--- config.mk ---
export PLATFORM = sky130hd
export DESIGN_NAME = memory_ctrl_flat
export DESIGN_NICKNAME = d
export VERILOG_FILES = /design/src/rtl/memory_ctrl_if.sv /design/src/rtl/memory_ctrl.sv /design/src/flat_wrapper.sv
export SDC_FILE = /design/constraint.sdc
export NUM_CORES = 1
export LEC_CHECK = 0
export ABC_AREA = 1
export BUFFER_PORTS_ARGS = -buffer_cell sky130_fd_sc_hd__buf_2
export CAP_MARGIN = 20
export CORE_ASPECT_RATIO = 0.7
export CORE_UTILIZATION = 50
export CTS_CLUSTER_SIZE = 16
export DETAILED_ROUTE_END_ITERATION = 16
export GPL_TIMING_DRIVEN = 1
export PLACE_DENSITY_LB_ADDON = 0.05
export REMOVE_ABC_BUFFERS = 1
export SLEW_MARGIN = 0
export SYNTH_ARGS = -nofsm -noshare
export SYNTH_HDL_FRONTEND = slang
export SYNTH_SLANG_ARGS = --single-unit
--- constraint.sdc ---
create_clock -name clk -period 5.15 [get_ports clk]
set_input_delay 0 -clock clk [delete_from_list [all_inputs] [get_ports clk]]
set_output_delay 0 -clock clk [all_outputs]
set_load 0.005 [all_outputs]
--- src/rtl/memory_ctrl_if.sv ---
// Memory-stage handshake: pipeline request/result plus the data-bus request/response.
// The master side is the controller; the slave side is the pipeline/bus environment.
interface memory_ctrl_if #(parameter int XLEN = 64);
  logic            in_valid;
  logic            is_load;
  logic            is_store;
  logic [XLEN-1:0] addr;
  logic [XLEN-1:0] wdata;
  logic [1:0]      msize;
  logic            ld_unsigned;
  logic            stall;
  logic            out_valid;
  logic [XLEN-1:0] rdata;
  logic            misalign;
  logic            dreq_valid;
  logic [XLEN-1:0] dreq_addr;
  logic [2:0]      dreq_size;
  logic [7:0]      dreq_strobe;
  logic [XLEN-1:0] dreq_data;
  logic            dresp_addr_ok;
  logic            dresp_data_ok;
  logic [XLEN-1:0] dresp_data;

  modport master (
    input  in_valid, is_load, is_store, addr, wdata, msize, ld_unsigned,
    input  dresp_addr_ok, dresp_data_ok, dresp_data,
    output stall, out_valid, rdata, misalign,
    output dreq_valid, dreq_addr, dreq_size, dreq_strobe, dreq_data
  );

  modport slave (
    output in_valid, is_load, is_store, addr, wdata, msize, ld_unsigned,
    output dresp_addr_ok, dresp_data_ok, dresp_data,
    input  stall, out_valid, rdata, misalign,
    input  dreq_valid, dreq_addr, dreq_size, dreq_strobe, dreq_data
  );
endinterface

--- src/rtl/memory_ctrl.sv ---
// Memory-stage controller: one outstanding bus access at a time, split address/data
// handshake, byte-lane alignment of store data and extension of load results.
module memory_ctrl #(
  parameter int XLEN = 64
) (
  input logic            clk,
  input logic            reset,
  memory_ctrl_if.master  bus
);

  typedef enum logic [1:0] {IDLE, REQ, DATA, DONE} state_e;

  state_e          state_q;
  logic [XLEN-1:0] addr_q;
  logic [1:0]      msize_q;
  logic            store_q;
  logic            uns_q;
  logic            dreq_valid_q;
  logic [7:0]      strobe_q;
  logic [XLEN-1:0] sdata_q;
  logic [XLEN-1:0] rdata_q;

  logic       mem_op;
  logic       mis;
  logic [2:0] amask;
  logic [8:0] bmask;
  logic [7:0] strobe_d;
  logic [XLEN-1:0] sdata_d;
  logic [XLEN-1:0] ld_d;

  function automatic logic [63:0] load_ext(input logic [63:0] raw, input logic [2:0] off,
                                           input logic [1:0] sz, input logic uns);
    logic [63:0] sh;
    sh = raw >> {off, 3'b000};
    case (sz)
      2'd0:    load_ext = uns ? {56'b0, sh[7:0]}  : {{56{sh[7]}},  sh[7:0]};
      2'd1:    load_ext = uns ? {48'b0, sh[15:0]} : {{48{sh[15]}}, sh[15:0]};
      2'd2:    load_ext = uns ? {32'b0, sh[31:0]} : {{32{sh[31]}}, sh[31:0]};
      default: load_ext = sh;
    endcase
  endfunction

  assign mem_op   = bus.is_load | bus.is_store;
  assign amask    = 3'((4'd1 << bus.msize) - 4'd1);
  assign mis      = |(bus.addr[2:0] & amask);
  assign bmask    = (9'd1 << (4'd1 << bus.msize)) - 9'd1;
  assign strobe_d = bus.is_store ? (bmask[7:0] << bus.addr[2:0]) : 8'h00;
  assign sdata_d  = bus.is_store ? (bus.wdata << {bus.addr[2:0], 3'b000}) : '0;
  assign ld_d     = load_ext(bus.dresp_data, addr_q[2:0], msize_q, uns_q);

  // Non-memory and misaligned results retire combinationally from IDLE.
  always_comb begin
    bus.stall     = 1'b0;
    bus.out_valid = 1'b0;
    bus.misalign  = 1'b0;
    case (state_q)
      IDLE: if (bus.in_valid) begin
        if (!mem_op) bus.out_valid = 1'b1;
        else if (mis) begin
          bus.out_valid = 1'b1;
          bus.misalign  = 1'b1;
        end else bus.stall = 1'b1;
      end
      REQ, DATA: bus.stall     = 1'b1;
      DONE:      bus.out_valid = 1'b1;
      default: ;
    endcase
  end

  always_ff @(posedge clk) begin
    if (reset) begin
      state_q      <= IDLE;
      addr_q       <= '0;
      msize_q      <= '0;
      store_q      <= 1'b0;
      uns_q        <= 1'b0;
      dreq_valid_q <= 1'b0;
      strobe_q     <= '0;
      sdata_q      <= '0;
      rdata_q      <= '0;
    end else begin
      case (state_q)
        IDLE: if (bus.in_valid && mem_op && !mis) begin
          addr_q       <= bus.addr;
          msize_q      <= bus.msize;
          store_q      <= bus.is_store;
          uns_q        <= bus.ld_unsigned;
          strobe_q     <= strobe_d;
          sdata_q      <= sdata_d;
          dreq_valid_q <= 1'b1;
          state_q      <= REQ;
        end
        // data_ok only counts once the address phase has been accepted.
        REQ: if (bus.dresp_addr_ok) begin
          dreq_valid_q <= 1'b0;
          if (bus.dresp_data_ok) begin
            if (!store_q) rdata_q <= ld_d;
            state_q <= DONE;
          end else begin
            state_q <= DATA;
          end
        end
        DATA: if (bus.dresp_data_ok) begin
          if (!store_q) rdata_q <= ld_d;
          state_q <= DONE;
        end
        DONE:    state_q <= IDLE;
        default: state_q <= IDLE;
      endcase
    end
  end

  // Stores report zero in DONE without disturbing the last load value.
  assign bus.rdata       = (state_q == DONE && store_q) ? '0 : rdata_q;
  assign bus.dreq_valid  = dreq_valid_q;
  assign bus.dreq_addr   = addr_q;
  assign bus.dreq_size   = {1'b0, msize_q};
  assign bus.dreq_strobe = strobe_q;
  assign bus.dreq_data   = sdata_q;

endmodule

--- src/flat_wrapper.sv ---
// flat-port wrapper written by rule: the top's interface ports become plain ports
module memory_ctrl_flat 
#(
  parameter int XLEN = 64
)
  (clk, reset, bus_in_valid, bus_is_load, bus_is_store, bus_addr, bus_wdata, bus_msize, bus_ld_unsigned, bus_dresp_addr_ok, bus_dresp_data_ok, bus_dresp_data, bus_stall, bus_out_valid, bus_rdata, bus_misalign, bus_dreq_valid, bus_dreq_addr, bus_dreq_size, bus_dreq_strobe, bus_dreq_data);
  memory_ctrl_if #(.XLEN(XLEN)) bus_i ();
  input logic clk;
  input logic reset;
  input wire logic [$bits(bus_i.in_valid)-1:0] bus_in_valid;
  input wire logic [$bits(bus_i.is_load)-1:0] bus_is_load;
  input wire logic [$bits(bus_i.is_store)-1:0] bus_is_store;
  input wire logic [$bits(bus_i.addr)-1:0] bus_addr;
  input wire logic [$bits(bus_i.wdata)-1:0] bus_wdata;
  input wire logic [$bits(bus_i.msize)-1:0] bus_msize;
  input wire logic [$bits(bus_i.ld_unsigned)-1:0] bus_ld_unsigned;
  input wire logic [$bits(bus_i.dresp_addr_ok)-1:0] bus_dresp_addr_ok;
  input wire logic [$bits(bus_i.dresp_data_ok)-1:0] bus_dresp_data_ok;
  input wire logic [$bits(bus_i.dresp_data)-1:0] bus_dresp_data;
  output wire logic [$bits(bus_i.stall)-1:0] bus_stall;
  output wire logic [$bits(bus_i.out_valid)-1:0] bus_out_valid;
  output wire logic [$bits(bus_i.rdata)-1:0] bus_rdata;
  output wire logic [$bits(bus_i.misalign)-1:0] bus_misalign;
  output wire logic [$bits(bus_i.dreq_valid)-1:0] bus_dreq_valid;
  output wire logic [$bits(bus_i.dreq_addr)-1:0] bus_dreq_addr;
  output wire logic [$bits(bus_i.dreq_size)-1:0] bus_dreq_size;
  output wire logic [$bits(bus_i.dreq_strobe)-1:0] bus_dreq_strobe;
  output wire logic [$bits(bus_i.dreq_data)-1:0] bus_dreq_data;
  assign bus_i.in_valid = bus_in_valid;
  assign bus_i.is_load = bus_is_load;
  assign bus_i.is_store = bus_is_store;
  assign bus_i.addr = bus_addr;
  assign bus_i.wdata = bus_wdata;
  assign bus_i.msize = bus_msize;
  assign bus_i.ld_unsigned = bus_ld_unsigned;
  assign bus_i.dresp_addr_ok = bus_dresp_addr_ok;
  assign bus_i.dresp_data_ok = bus_dresp_data_ok;
  assign bus_i.dresp_data = bus_dresp_data;
  assign bus_stall = bus_i.stall;
  assign bus_out_valid = bus_i.out_valid;
  assign bus_rdata = bus_i.rdata;
  assign bus_misalign = bus_i.misalign;
  assign bus_dreq_valid = bus_i.dreq_valid;
  assign bus_dreq_addr = bus_i.dreq_addr;
  assign bus_dreq_size = bus_i.dreq_size;
  assign bus_dreq_strobe = bus_i.dreq_strobe;
  assign bus_dreq_data = bus_i.dreq_data;
  memory_ctrl #(.XLEN(XLEN)) u_core (.clk(clk), .reset(reset), .bus(bus_i));
endmodule
==> run metrics <==
CP arrival around 3.7 ns; Synth top cells by count nand2_1 (535), nor2_1 (308), dfxtp_1 (207), o21ai_0 (191), nand3_1 (186); DPL Wire Length between 20000 and 30000 um; Design Power 5800 uW; Final Skew 0.01154 ns; most numerous cell in the Yosys netlist nand2_1; # rows 46; Hold/Removal Path Class primary input to flip-flop; #FFs+latches synth between 200 and 250; WL met3 between 3000 and 4000 um; H-tree Lvls 1; total wire length between 40000 and 50000 um; actual slew at the worst max-slew pin between 1 and 1.5 ns; Final period util a little over three fifths; die width 186.2 um; Routed wire per std cell around 16 um; TritonCTS clock tree done; # Post-CTS Setup Buffers 0; top_reg_cell synth dfxtp_1; drt first-iter violations ~1200; Post-synth ARST share 0%; Post-synth EDFFs 0; critical setup path kind primary input to flip-flop; DR pass1 iterations 6; Initial Util roughly half; vias in the first global route 12950; Synth top area share 34.89%; crit start category primary input; die area between 20000 and 25000 um^2; DR vias 14450; nets roughly 2600; Mapped Cells between 1500 and 2000; logic gate share of total power between 30% and 40%; Syn Area/Cell between 6 and 7 um^2; Relative slew margins around a third; fin crit period ~3.2 ns; P_int between 3000 and 4000 uW; layout cells sized above 1 a little over a fifth; RSZ-0062 raised after global routing no; # setup viols final 0; clock group share of total power a little under a third; Syn Std Cell Area roughly 12000 um^2; CORE AREA approximately 23000 um^2; Via density 5.363; Achievable Freq between 300 and 400 MHz; Bufs on Longest Clock Path 3; met2 wire len 19610 um; Setup TNS Final 0 ns; Clock Latency Late Sink around 0.52 ns; CP required approximately 5.6 ns; Sink Count around 210; Fillers 2107; Clock transition at path regs approximately 0.06 ns; # port buffers between 400 and 500; initial antenna violation count 1; VDD IR-drop max ~0.00031 V; highest metal used met4; ANT nets after route 0; dominant cell type by area after synthesis dfxtp_1; pin count of the biggest net entering global routing ~80; Cell variety after synth 36; final count of pins violating max slew 0; Pleak ~0.0076 uW; hold slack final approximately 0.010 ns; GRT Overall Usage 33.59%; multi-input logic area 6485 um^2; Power Dens Cells between 300 and 400 nW/um^2; root buf cell clkbuf_16; Reg power frac roughly a third; Sw Share 36.08%; Yosys warnings 0; # DRC 0; gr ovfl total 0; post-route met1 wirelength about 18000 um; Layout area overhead 31.96%; worst-path fanout max approximately 80; Num CTS Buffers 23; Seq/Total Area, Yosys 34.89%; Switch Pwr 2093 uW; max-cap violations 0; GPL Wtd Cong 0.9231; die height 130.9 um; Final Hold Fails 0; nature of the critical path endpoint flip-flop; outcome completed; first-pass GRT wire length ~65000 um; FF/Latch Area about 4100 um^2; io pins a little over 400; synth top area cells dfxtp_1 (35%), nand2_1 (17%), nor2_1 (9.7%), o21ai_0 (8.0%), nand3_1 (7.8%)
==> stage by stage <==
stage	utilization, %	cells	setup slack [ns]	instance area (um^2)
finish	68.25	2695	1.901	15670
global route	68.25	2695	1.727	15670
CTS	68.15	2693	1.967	15650
detailed placement	59.60	2538	2.045	13690
global placement	59.60	2538	2.141	13690
floorplan	-	1802	1.938	11130
==> worst paths after layout <==
| kind | end | startpoint | cells past startpoint | slack (ns) |
|---|---|---|---|---|
| max reg2reg | u_core.bus.dreq_data[55] | u_core.state_q[0] | 9 | 1.91 |
| min reg2reg | u_core.bus.dreq_data[43] | u_core.bus.dreq_data[43] | 2 | 0.46 |
| max | u_core.bus.dreq_data[55] | bus_msize[1] | 13 | 1.90 |
| min | u_core.bus.dreq_data[59] | bus_wdata[59] | 7 | 0.01 |
==> cell usage in the layout (no fill, tap or decap), types with 3 or more instances in the layout <==
cell           instances
nand4_1                8
o21ai_1               15
nand2_2                3
and2_1                 3
a21oi_1              143
nor3_1                 4
buf_2                406
inv_2                 10
bufinv_16              3
nor2_1               308
ha_1                   5
o21a_1                 7
nor2_2                 4
clkbuf_8               8
dfxtp_1              206
nand3_1              186
nand3b_1              10
inv_1                123
o21ai_0              191
nand2_1              535
o211ai_1               8
clkinv_2               3
nand3_2                3
clkbuf_16             23
buf_4                 18
dlygate4sd3_1        115
or2_2                 19
==> flip-flops by register name (all words and copies together), names as in the netlist <==
register / flops
u_core.bus.dreq_addr: 64
u_core.rdata_q: 64
u_core.bus.dreq_valid: 1
u_core.store_q: 1
u_core.bus.dreq_data: 64
u_core.msize_q: 2
u_core.state_q: 2
u_core.uns_q: 1
u_core.bus.dreq_strobe: 8
==> final cells by class <==
type,instances,share of cell area (%)
diodes,1,0.01597
flip-flops and latches,207,26.45
clock inverters,8,0.7824
well taps,312,2.491
repair buffers,540,21.30
clock buffers,32,4.399
inverters,133,3.185
multi-input cells,1462,41.38
==> cell families (layout without fill, tap and decap cells) <==
family          Yosys count  in the layout  share of synthesized area, %
buf+inv                 281            713                         10.50
compound gates          369            369                         16.08
flops                   207            207                         34.89
other cells               1              2                       0.03158
simple gates           1087           1087                         37.97
fa+ha+maj                 5              5                        0.5268
==> power groups by stage <==
| stage | combinational, uW | sequential (uW) | clock [uW] |
|---|---|---|---|
| 2_1_floorplan | 1130 | 2030 | 0 |
| 5_1_grt | 2260 | 2030 | 1850 |
| 4_1_cts | 1980 | 1990 | 1790 |
| 6_report | 2030 | 2000 | 1770 |
| 3_5_place_dp | 1890 | 2020 | 0 |
| 3_3_place_gp | 1870 | 2010 | 0 |
==> worst max-delay path: stages <==
cell	delay, ns
dlygate4sd3_1	0.56
buf_2	0.18
nor2_2	0.19
ha_1	0.26
inv_1	0.05
nand2_1	0.07
o21ai_4	0.13
nor2_8	0.07
nand2_4	0.60
buf_4	0.70
nand2_1	0.10
a21oi_1	0.16
dlygate4sd3_1	0.55
==> metal layers <==
metal,vias up,track usage (%)
met5,-,0
met4,0,16.30
met3,131,5.904
met2,765,54.89
met1,6485,43.12
li1,7072,-
==> what timing repair did <==
item | in CTS | in global routing
hold endpoints to repair | 125 | 0
hold buffers | 115 | 0
gates resized for setup | 0 | 0
(Power assumes the default switching activity.)
